==> config.mk <==
export PLATFORM = sky130hd
export DESIGN_NAME = isq_issue_arbiter
export DESIGN_NICKNAME = d
export VERILOG_FILES = /design/src/rtl/isq_issue_arbiter.sv
export SDC_FILE = /design/constraint.sdc
export NUM_CORES = 1
export LEC_CHECK = 0
export BUFFER_PORTS_ARGS = -buffer_cell sky130_fd_sc_hd__buf_2
export CAP_MARGIN = 20
export CORE_AREA = 2 2 305 307
export DETAILED_ROUTE_END_ITERATION = 10
export DIE_AREA = 0 0 307 309
export GPL_TIMING_DRIVEN = 0
export PLACE_DENSITY_LB_ADDON = 0.08
export RECOVER_POWER = 25
export SETUP_SLACK_MARGIN = 0.1
export SYNTH_ARGS = -nofsm -noshare
export SYNTH_HDL_FRONTEND = slang
export SYNTH_SLANG_ARGS = --single-unit
==> constraint.sdc <==
create_clock -name i_clock -period 17.8 [get_ports i_clock]
set_input_delay 1.78 -clock i_clock [delete_from_list [all_inputs] [get_ports i_clock]]
set_output_delay 1.78 -clock i_clock [all_outputs]
set_load 0.01 [all_outputs]
==> src/rtl/isq_issue_arbiter.sv <==
// ----------------------------------------------------------------------------
// isq_issue_arbiter
//
// Picks the older of two issue-queue heads and loads it into a single issue
// stage register that feeds one functional unit.
//
// The FU can run long, non-pipelined ops. While such an op is in flight, the
// arbiter accepts nothing new. A flush kills a stage op that is younger than
// the rollback robid.
//
// Ports
//   i_clock, i_reset              clock; asynchronous active-high reset
//   i_reqN_valid/data/robid/long  issue queue N offers its oldest ready entry
//   o_reqN_ready                  entry N is taken on this clock edge
//   o_fu_valid/data/robid/long/src issue stage contents (src: 0 = req0, 1 = req1)
//   i_fu_ready                    FU accepts the op presented on o_fu_*
//   o_fu_busy                     a long op occupies the FU (busy count != 0)
//   i_flush_valid, i_flush_robid  rollback; ops younger than flush_robid die
//
// Handshake semantics (all three interfaces):
//   A transfer happens on a rising edge exactly when valid && ready are both
//   high in the cycle before that edge. A producer holds valid and its payload
//   stable until the transfer. Ready never depends on anything registered
//   after the edge.
// ----------------------------------------------------------------------------
module isq_issue_arbiter #(
    parameter int DATA_W   = 248,
    parameter int ROBID_W  = 7,
    parameter int LONG_LAT = 8
) (
    input  logic               i_clock,
    input  logic               i_reset,

    input  logic               i_req0_valid,
    input  logic [DATA_W-1:0]  i_req0_data,
    input  logic [ROBID_W-1:0] i_req0_robid,
    input  logic               i_req0_long,
    output logic               o_req0_ready,

    input  logic               i_req1_valid,
    input  logic [DATA_W-1:0]  i_req1_data,
    input  logic [ROBID_W-1:0] i_req1_robid,
    input  logic               i_req1_long,
    output logic               o_req1_ready,

    output logic               o_fu_valid,
    output logic [DATA_W-1:0]  o_fu_data,
    output logic [ROBID_W-1:0] o_fu_robid,
    output logic               o_fu_long,
    output logic               o_fu_src,
    input  logic               i_fu_ready,
    output logic               o_fu_busy,

    input  logic               i_flush_valid,
    input  logic [ROBID_W-1:0] i_flush_robid
);

    // The handshake cycle itself is one cycle of occupancy, so the counter
    // covers the remaining LONG_LAT-1 cycles.
    localparam logic [7:0] BUSY_LOAD = 8'(LONG_LAT - 1);

    // Robids carry a wrap bit in the MSB. When the wrap bits differ, the
    // comparison of the low bits is inverted.
    function automatic logic older(input logic [ROBID_W-1:0] a,
                                   input logic [ROBID_W-1:0] b);
        if (a[ROBID_W-1] == b[ROBID_W-1])
            return a[ROBID_W-2:0] < b[ROBID_W-2:0];
        else
            return a[ROBID_W-2:0] > b[ROBID_W-2:0];
    endfunction

    // Issue stage and long-op occupancy counter
    logic               r_valid;
    logic [DATA_W-1:0]  r_data;
    logic [ROBID_W-1:0] r_robid;
    logic               r_long;
    logic               r_src;
    logic [7:0]         r_busy_cnt;

    logic w_can_accept;
    logic w_sel1;
    logic w_accept;
    logic w_handshake;
    logic w_kill;

    // req1 wins only when it is strictly older. Equal robids go to req0.
    assign w_sel1 = i_req1_valid &&
                    (!i_req0_valid || older(i_req1_robid, i_req0_robid));

    // Reset gating keeps both readys low while reset is asserted.
    assign w_can_accept = !i_reset && !i_flush_valid && (r_busy_cnt == 8'd0) &&
                          (!r_valid || i_fu_ready);

    assign o_req1_ready = w_can_accept && w_sel1;
    assign o_req0_ready = w_can_accept && i_req0_valid && !w_sel1;
    assign w_accept     = o_req0_ready || o_req1_ready;

    assign w_handshake  = r_valid && i_fu_ready;
    // The stage op dies if it is younger than the rollback point, that is,
    // if the flush robid is older than it.
    assign w_kill       = i_flush_valid && r_valid && older(i_flush_robid, r_robid);

    always_ff @(posedge i_clock or posedge i_reset) begin
        if (i_reset) begin
            r_valid    <= 1'b0;
            r_data     <= '0;
            r_robid    <= '0;
            r_long     <= 1'b0;
            r_src      <= 1'b0;
            r_busy_cnt <= 8'd0;
        end else begin
            // An accept is impossible in a flush cycle, so load and kill never
            // collide. A retire and a load on the same edge give back-to-back
            // issue.
            if (w_accept) begin
                r_valid <= 1'b1;
                r_src   <= w_sel1;
                r_data  <= w_sel1 ? i_req1_data  : i_req0_data;
                r_robid <= w_sel1 ? i_req1_robid : i_req0_robid;
                r_long  <= w_sel1 ? i_req1_long  : i_req0_long;
            end else if (w_handshake || w_kill) begin
                r_valid <= 1'b0;
            end

            // A handshake that coincides with a flush still counts as issued.
            // A flush never touches the counter.
            if (w_handshake && r_long)
                r_busy_cnt <= BUSY_LOAD;
            else if (r_busy_cnt != 8'd0)
                r_busy_cnt <= r_busy_cnt - 8'd1;
        end
    end

    assign o_fu_valid = r_valid;
    assign o_fu_data  = r_data;
    assign o_fu_robid = r_robid;
    assign o_fu_long  = r_long;
    assign o_fu_src   = r_src;
    assign o_fu_busy  = (r_busy_cnt != 8'd0);

endmodule

==> summary.txt <==
Run status
  – Status: finished, violations left
  – Failing checks: max-capacitance violations, max-slew violations

Drt
  – Pre-antenna DRT Iters: 5
  – DRC: 0
  – WL final: 92.6 mm
  – Antenna Violating Nets Remaining: 0
  – Initial DRC Count: 1161
  – Vias per cell: 4.75
  – Via count: 17500
  – Routed len/inst: 25.2 um

Clock tree
  – TritonCTS buffer count: 40
  – Post-CTS sizing: 0
  – Htree depth: 2
  – Root Buffer: clkbuf_16
  – Max Buffers Root-to-Sink: 3
  – TritonCTS clock tree: done
  – Post-CTS setup buffer count: 0
  – CTS Sinks: 266
  – Clk_lat worst skew: 560 ps
  – Clock slew at reported path FFs: 60 ps
  – CTS Hold Buffers Added: 0

Timing
  – Max Fclk: 106 MHz
  – Max Slew Vio Count: 271
  – Endpoints failing setup: 0
  – Relative slew slack: -3.32
  – Hold Violations, Final: 0
  – Fin crit period: 9460 ps
  – Clock skew: 28.1 ps
  – Worst slew pin tran: 6480 ps
  – RSZ-0062 raised after global routing: no
  – Final period util: 0.531
  – Fin Setup TNS: 0 ps

Final layout
  – Final Net Count: 2984
  – Most frequent cells in the layout: buf_2 (850), dfrtp_1 (266), nor2_1 (261), nand4_1 (253)
  – Multi-input logic area: 6700 um2
  – Fillers: 10300
  – Layout cell share with drive strength beyond 1: 0.383
  – Commonest non-fill, non-tap cell in the layout: buf_2
  – Reg area: 6660 um2
  – Area growth syn-to-layout: 46.9%
  – Final Util: 0.233

Worst setup path
  – Worst R2R End: o_fu_data[72]
  – Worst Setup EP: o_fu_data[160]
  – Worst Path Max Fanout: 106
  – Crit path capture type: async pin
  – Reg2reg setup slack: 14820 ps
  – Required @ worst endpoint: 16870 ps
  – Worst Path Class, Setup: primary input to async pin
  – Reg2reg path depth: 9
  – Worst Setup SP: i_reset
  – Crit path DAT: 8530 ps
  – Crit start category: primary input
  – RR Startpoint: r_busy_cnt[0]

Placed design
  – Gpl congestion: 0.881
  – Hpwl dp: 71.6 mm
  – Port Buf Inserts: 785

Logic synthesis
  – Distinct cell type count after synthesis: 40
  – Synthesized area per cell: 8.98 um2
  – Post-synth EDFFs: 0
  – Yosys reg bits: 266
  – Ys async rst share: 1.00
  – Syn_nets: 2152
  – Post-Syn Area: 14500 um2
  – Ys Warns: 0
  – Dominant synthesized flop cell: dfrtp_1
  – Seq/Total Area, Yosys: 0.459
  – Synthesized instance count: 1613

Flow run
  – Max-Cap Viols: 3

Power
  – Static Leakage: 10.6 nW
  – PwrDens: 88.6 nW/um2
  – Switch Pwr: 0.000596 W
  – Internal power: 0.00129 W
  – Overall power: 0.00189 W
  – Clock share of power: 0.426
  – Seq pwr share: 0.362
  – Logic pwr share: 0.213
  – Sw Share: 0.316
  – VDD IR max: 51.0 uV

Global route
  – GRT Total Usage: 0.186
  – Largest net degree at the start of global routing: 107
  – Met1 GRT Util: 0.214
  – First-pass GRT wire length: 130 mm
  – GR peak layer: met2
  – Initial antenna violation count: 61
  – GR Util met2: 0.315
  – Vias in the first global route: 18200
  – Grt total ovfl: 0
  – Met3 usage: 0.0675

Floorplanning
  – Number of I/O pins: 786
  – Core area: 91400 um2
  – Die H: 309 um
  – Die area: 94900 um2
  – Die span in x: 307 um
  – Initial Util: 0.159
  – Placement row count: 111

Min path
  – Hold Crit Start: o_fu_src
  – Hold WC Path Type: flip-flop to flip-flop
## metal layers
layer / up-vias / wire length, um / share of wire
li1: 8009 / - / -
met1: 8488 / 35900 / 0.39
met2: 715 / 44900 / 0.49
met3: 204 / 8090 / 0.087
met4: 62 / 3230 / 0.035
met5: - / 419 / 0.0045
## area by class of cell
class | count | area share
inverter | 18 | 0.00323
clock buffer | 58 | 0.0554
multi-input combinational | 1102 | 0.315
antenna | 22 | 0.00259
buffer | 227 | 0.0498
sequential | 266 | 0.313
clock inverter | 8 | 0.00476
tap | 1186 | 0.0697
timing repair buffer | 790 | 0.187
## power by group through the flow
stage	combinational [W]	sequential (W)	clock (W)
after floorplan	0.000193	0.000704	0
after detailed placement	0.000406	0.000692	0
final	0.000401	0.000682	0.000803
after global placement	0.000405	0.000693	0
after CTS	0.000407	0.000682	0.000840
after global routing	0.000442	0.000688	0.000856
## kinds of logic after synthesis
kind of cell / Yosys count / share of synthesized area
AND/OR/NAND/NOR: 550 / 0.192
buffers and inverters: 245 / 0.0778
flip-flops: 266 / 0.459
XOR/XNOR: 7 / 0.00423
adder cells (fa/ha/maj): 14 / 0.0121
AO/OA/AOI/OAI: 531 / 0.254
## registers in the layout, indices dropped and copies added, names as in the netlist
signal,count
r_busy_cnt,8
o_fu_valid,1
o_fu_robid,7
o_fu_data,248
o_fu_long,1
o_fu_src,1
## worst min path at each step
| stage | end | slack, ps | cells past startpoint |
|---|---|---|---|
| after global placement | o_fu_src | 480 | 1 |
| after CTS | o_fu_src | 530 | 1 |
| after global routing | o_fu_src | 570 | 1 |
| after detailed placement | o_fu_src | 510 | 1 |
| final | o_fu_src | 530 | 1 |
| after floorplan | r_busy_cnt[1] | 510 | 2 |
## cells in the mapped netlist (5+ instances only)
library cell,number,share of area
dfrtp_1,266,0.46
nor2_1,261,0.068
nand4_1,253,0.11
a31oi_1,252,0.11
o31ai_1,252,0.13
clkbuf_1,121,0.031
buf_2,67,0.023
inv_1,18,0.0047
buf_4,17,0.0088
buf_1,14,0.0036
ha_1,14,0.012
nand2_1,12,0.0031
buf_6,8,0.0062
nand3_1,7,0.0024
o221ai_1,5,0.0030
o311ai_0,5,0.0030
xor2_1,5,0.0030
## through the flow
| step | area [um2] | worst slack (ps) | cells | hold WS (ps) |
|---|---|---|---|---|
| after floorplan | 14500 | 8690 | 1613 | 506 |
| after global placement | 19900 | 3500 | 3584 | 476 |
| after detailed placement | 20000 | 11960 | 3589 | 513 |
| after CTS | 21300 | 11950 | 3655 | 526 |
| after global routing | 21300 | 6770 | 3672 | 567 |
| final | 21300 | 8340 | 3677 | 527 |
## critical path: stages
cell	delay (ps)
clkbuf_1	100
clkinvlp_2	1850
clkbuf_1	4550
Power figures use the tool's default switching activity.
